===== config.mk =====
export PLATFORM = sky130hd
export DESIGN_NAME = req_pend_arb_4
export DESIGN_NICKNAME = d
export VERILOG_FILES = /design/src/rtl/req_pend_pkg.sv /design/src/rtl/req_pri_pick.sv /design/src/rtl/req_pend_arb_4.sv
export SDC_FILE = /design/constraint.sdc
export NUM_CORES = 1
export LEC_CHECK = 0
export ABC_AREA = 1
export ABC_CLOCK_PERIOD_IN_PS = 1620
export BUFFER_PORTS_ARGS = -buffer_cell sky130_fd_sc_hd__buf_2
export CORE_AREA = 2 2 39 41
export CTS_BUF_LIST = sky130_fd_sc_hd__clkbuf_8
export CTS_CLUSTER_DIAMETER = 200
export DETAILED_ROUTE_END_ITERATION = 12
export DIE_AREA = 0 0 41 43
export HOLD_SLACK_MARGIN = 0.02
export SLEW_MARGIN = 20
export SYNTH_ARGS = -nofsm -noshare
export SYNTH_HDL_FRONTEND = slang
export SYNTH_SLANG_ARGS = --single-unit

===== constraint.sdc =====
create_clock -name clk -period 1.62 [get_ports clk]
set_input_delay 0.324 -clock clk [delete_from_list [all_inputs] [get_ports clk]]
set_output_delay 0.324 -clock clk [all_outputs]
set_load 0.02 [all_outputs]

===== src/rtl/req_pend_pkg.sv =====
// Shared types and constants for the four-channel request pending arbiter.
// The REQ_OVF_CNT_EN build option only affects the top level.
package req_pend_pkg;

   localparam int NREQ = 4;
   localparam int IDW  = 2;

   typedef enum logic {
      ST_IDLE  = 1'b0,
      ST_OFFER = 1'b1
   } state_t;

   localparam logic [7:0] OVF_MAX = 8'd255;

   // One-hot mask for a channel id; used to clear the accepted pending bit.
   function automatic logic [NREQ-1:0] onehot(input logic [IDW-1:0] id);
      logic [NREQ-1:0] m;
      m = '0;
      m[id] = 1'b1;
      return m;
   endfunction

endpackage


===== src/rtl/req_pri_pick.sv =====
// Combinational highest-index-wins picker over the request vector.
// The id output is forced to 0 when no bit is set, so it is never undefined.
module req_pri_pick
   import req_pend_pkg::*;
(
   input  logic [NREQ-1:0] v,
   output logic            any,
   output logic [IDW-1:0]  id
);

   always_comb begin
      id = '0;
      // Ascending scan so the highest set bit is the last to write id.
      for (int i = 0; i < NREQ; i++) begin
         if (v[i]) begin
            id = IDW'(i);
         end
      end
   end

   assign any = |v;

endmodule


===== src/rtl/req_pend_arb_4.sv =====
// Sticky request latch with a highest-index valid/ready grant stage.
// Define REQ_OVF_CNT_EN to add the saturating overflow counter output ovf_cnt_o.
module req_pend_arb_4
   import req_pend_pkg::*;
(
   input  logic            clk,
   input  logic            rst,
   input  logic [NREQ-1:0] req_i,
   output logic            gnt_valid,
   output logic [IDW-1:0]  gnt_id,
   input  logic            gnt_ready,
`ifdef REQ_OVF_CNT_EN
   output logic [7:0]      ovf_cnt_o,
`endif
   output logic [NREQ-1:0] pend_o
);

   state_t          state_q, state_d;
   logic [NREQ-1:0] pend_q, pend_d;
   logic [IDW-1:0]  gnt_id_q, gnt_id_d;

   logic            acc;
   logic [NREQ-1:0] clr;
   logic [NREQ-1:0] pend_rem;
   logic            any_cur, any_rem;
   logic [IDW-1:0]  id_cur, id_rem;

   assign acc      = (state_q == ST_OFFER) && gnt_ready;
   assign clr      = acc ? onehot(gnt_id_q) : '0;
   assign pend_rem = pend_q & ~clr;

   // Both pickers look only at registered state; req_i never reaches gnt_id directly.
   req_pri_pick u_pick_cur (
      .v   (pend_q),
      .any (any_cur),
      .id  (id_cur)
   );

   req_pri_pick u_pick_rem (
      .v   (pend_rem),
      .any (any_rem),
      .id  (id_rem)
   );

   always_comb begin
      // Set wins over clear, so a re-request in the accept cycle survives.
      pend_d   = pend_rem | req_i;
      state_d  = state_q;
      gnt_id_d = gnt_id_q;
      unique case (state_q)
         ST_IDLE: begin
            if (any_cur) begin
               state_d  = ST_OFFER;
               gnt_id_d = id_cur;
            end
         end
         ST_OFFER: begin
            if (acc) begin
               if (any_rem) begin
                  gnt_id_d = id_rem;
               end else begin
                  state_d = ST_IDLE;
               end
            end
         end
         default: state_d = ST_IDLE;
      endcase
   end

`ifdef REQ_OVF_CNT_EN
   logic [7:0] ovf_cnt_q, ovf_cnt_d;
   logic       ovf_hit;

   assign ovf_hit = |(req_i & pend_q & ~clr);

   always_comb begin
      ovf_cnt_d = ovf_cnt_q;
      if (ovf_hit && (ovf_cnt_q != OVF_MAX)) begin
         ovf_cnt_d = ovf_cnt_q + 8'd1;
      end
   end

   always_ff @(posedge clk) begin
      if (rst) begin
         ovf_cnt_q <= '0;
      end else begin
         ovf_cnt_q <= ovf_cnt_d;
      end
   end

   assign ovf_cnt_o = ovf_cnt_q;
`endif

   always_ff @(posedge clk) begin
      if (rst) begin
         state_q  <= ST_IDLE;
         pend_q   <= '0;
         gnt_id_q <= '0;
      end else begin
         state_q  <= state_d;
         pend_q   <= pend_d;
         gnt_id_q <= gnt_id_d;
      end
   end

   assign gnt_valid = (state_q == ST_OFFER);
   assign gnt_id    = gnt_id_q;
   assign pend_o    = pend_q;

endmodule

==> run metrics <==
Clk Latency, worst-skew pair 0.23 ns; FFs w/ async S/R, synth 0%; final hold violation count 0; Hold Buf Count CTS 0; Syn-to-layout area delta 38.2%; crit path time final 1.19 ns; critical path arrival roughly 1.3 ns; Power, Total 0.551 mW; CTS Buffer Depth 2; H-tree levels 1; core area 1380 sq um; mapped cell area 340 sq um; pin count of the biggest net entering global routing 7; via count 344; setup TNS 0 ns; largest family of logic cells by synthesized area simple AND/OR/NAND/NOR gates; cell taking the most area after synthesis dfxtp_1; clock skew about 0.00086 ns; Setup Crit Path Kind reg2reg; mean area per synthesized cell 6.67 sq um; Worst slew margin 84.6%; Crit. End Element flop; Cell Rows 14; RSZ-0062 raised after global routing no; Max Freq 838 MHz; WL per Instance 8.08 microns; fin cells 84; Via density a little over 4; Top-Level Pins 14; Worst-path clk slew 0.04 ns; root buffer cell clkbuf_8; global-route wire length before repair 1.07 mm; diode count 0; Worst Path Required 1.74 ns; Post-route DRC 0; drt total wl 679 microns; starting density of the core 24.6%; initial DRC count 3; complex-gate fraction of the synthesized area 7.72%; vias in the first global route 274; total CTS buffers 3; Synth Instances around 50; Synth Area in Simple Gates 37.9%; final antenna-violating net count 0; CTS sink count 7; fillers 160; status finished clean; Die Span X between 40 and 50 microns; pwr/cell area 1170 nW/um^2; fin crit share between 70% and 80%; max-cap violation count 0; Syn. warnings 0; fin nets between 70 and 80; Buffers on Ports 13; Yosys reg bits 7; peak supply drop 0.471 mV; TritonRoute pass-1 iters 2; # setup viols final 0; Adder-Cell Fraction of Synth Area 0%; initial antenna violation count 0; hold crit path type in2reg; hold depth 3; top_reg_cell synth dfxtp_1; placed insts 80; gr ovfl total 0; pins over their slew limit 0; layout cell share with drive strength beyond 1 a little under two fifths; Post-synth EDFFs 0; xor/xnor share of the synthesized area 0%; top cells by count, synth nor2_1, nand2_1, dfxtp_1, inv_1, a21oi_1; post-cts sizing count 0; Seq/Total Area, Yosys 41.2%; top-count cell post-synth nor2_1; RePlAce Congestion a little under 0.8; Post-Synthesis Net Count slightly below 60; Setup Buffers After CTS 0; Worst setup SP type flop; mux share of post-synthesis cell area 0%; All-Layer GR Usage around a tenth; Die Y approximately 43 microns; Least-Margin Pin Slew 0.230 ns; static leakage 0.256 nW; top cell type's share of synthesized area 41.2%; critical path fanouts, max 6; hpwl dp 528 microns; die area around 1800 sq um; Synth area leaders dfxtp_1, nor2_1, nand2_1; Register-to-Register Path Depth 7; synth unique cells 13; CTS tree built
## cell type report
type                    count  area, sq um  share of cell area [%]
clock buffers               3         41.3                    8.78
clock inverters             1         3.75                   0.798
inverters                  10         45.0                    9.57
multi-input cells          34          155                    33.0
flip-flops and latches      7          140                    29.8
well taps                  16         20.0                    4.26
repair buffers             13         65.1                    13.8
## worst paths after layout
| kind | slack, ns | end | startpoint |
|---|---|---|---|
| setup / recovery | 0.43 | gnt_id[1]$_SDFFE_PP0P_ | gnt_id[1]$_SDFFE_PP0P_ |
| hold / removal | 0.30 | pend_o[2]$_SDFF_PP0_ | req_i[2] |
| setup reg to reg | 0.43 | gnt_id[1]$_SDFFE_PP0P_ | gnt_id[1]$_SDFFE_PP0P_ |
| hold reg to reg | 0.49 | pend_o[0]$_SDFF_PP0_ | pend_o[0]$_SDFF_PP0_ |
## worst max-delay path: stages (launching register included)
cell,delay (ns)
dfxtp_1,0.39
nand2_1,0.08
nor2_1,0.10
nor2_1,0.08
nor2_2,0.15
nand2_2,0.09
a21oi_1,0.13
nor2_1,0.05
## power by group
part | switching, mW | internal (mW) | leakage [nW]
registers | 0.0142 | 0.190 | 0.0587
logic | 0.0677 | 0.0404 | 0.170
clock network | 0.0751 | 0.164 | 0.0269
total | 0.157 | 0.394 | 0.256
## state kept, by name, indices dropped and copies added (netlist names)
name and flops:
pend_o 4, gnt_valid 1, gnt_id 2
## metal layers
layer	up-vias	GRT usage, %	wire length, microns
met1	142	11.4	308
met5	-	0	0
met2	13	11.9	281
met3	5	6.28	44
met4	0	14.0	45
li1	184	-	-
## stage by stage
step	hold slack [ns]	utilization [%]	instance area (sq um)	setup slack, ns
2_1_floorplan	0.393	-	340	0.388
3_3_place_gp	0.484	30.7	425	0.401
3_5_place_dp	0.491	30.7	425	0.390
4_1_cts	0.300	34.0	470	0.408
5_1_grt	0.303	34.0	470	0.252
6_report	0.302	34.0	470	0.427
## logic make-up (layout without fill, tap and decap cells)
family	count (synthesis)	in the layout
AND/OR/NAND/NOR	29	29
buffers and inverters	10	27
flip-flops	7	7
AO/OA/AOI/OAI	5	5
## layout by cell type (no fill, tap or decap)
master    synthesis  final
nor2_2            2      2
nand3_1           1      1
nand3_2           1      1
buf_2             0     13
a31oi_1           1      1
nand2_2           3      3
nor2_1           14     14
clkinv_4          1      1
a21oi_1           4      4
inv_4             1      1
clkbuf_8          0      3
inv_1             7      8
nand2_1           8      8
dfxtp_1           7      7
inv_2             1      1
No activity file was read; power rests on OpenSTA's default activity.
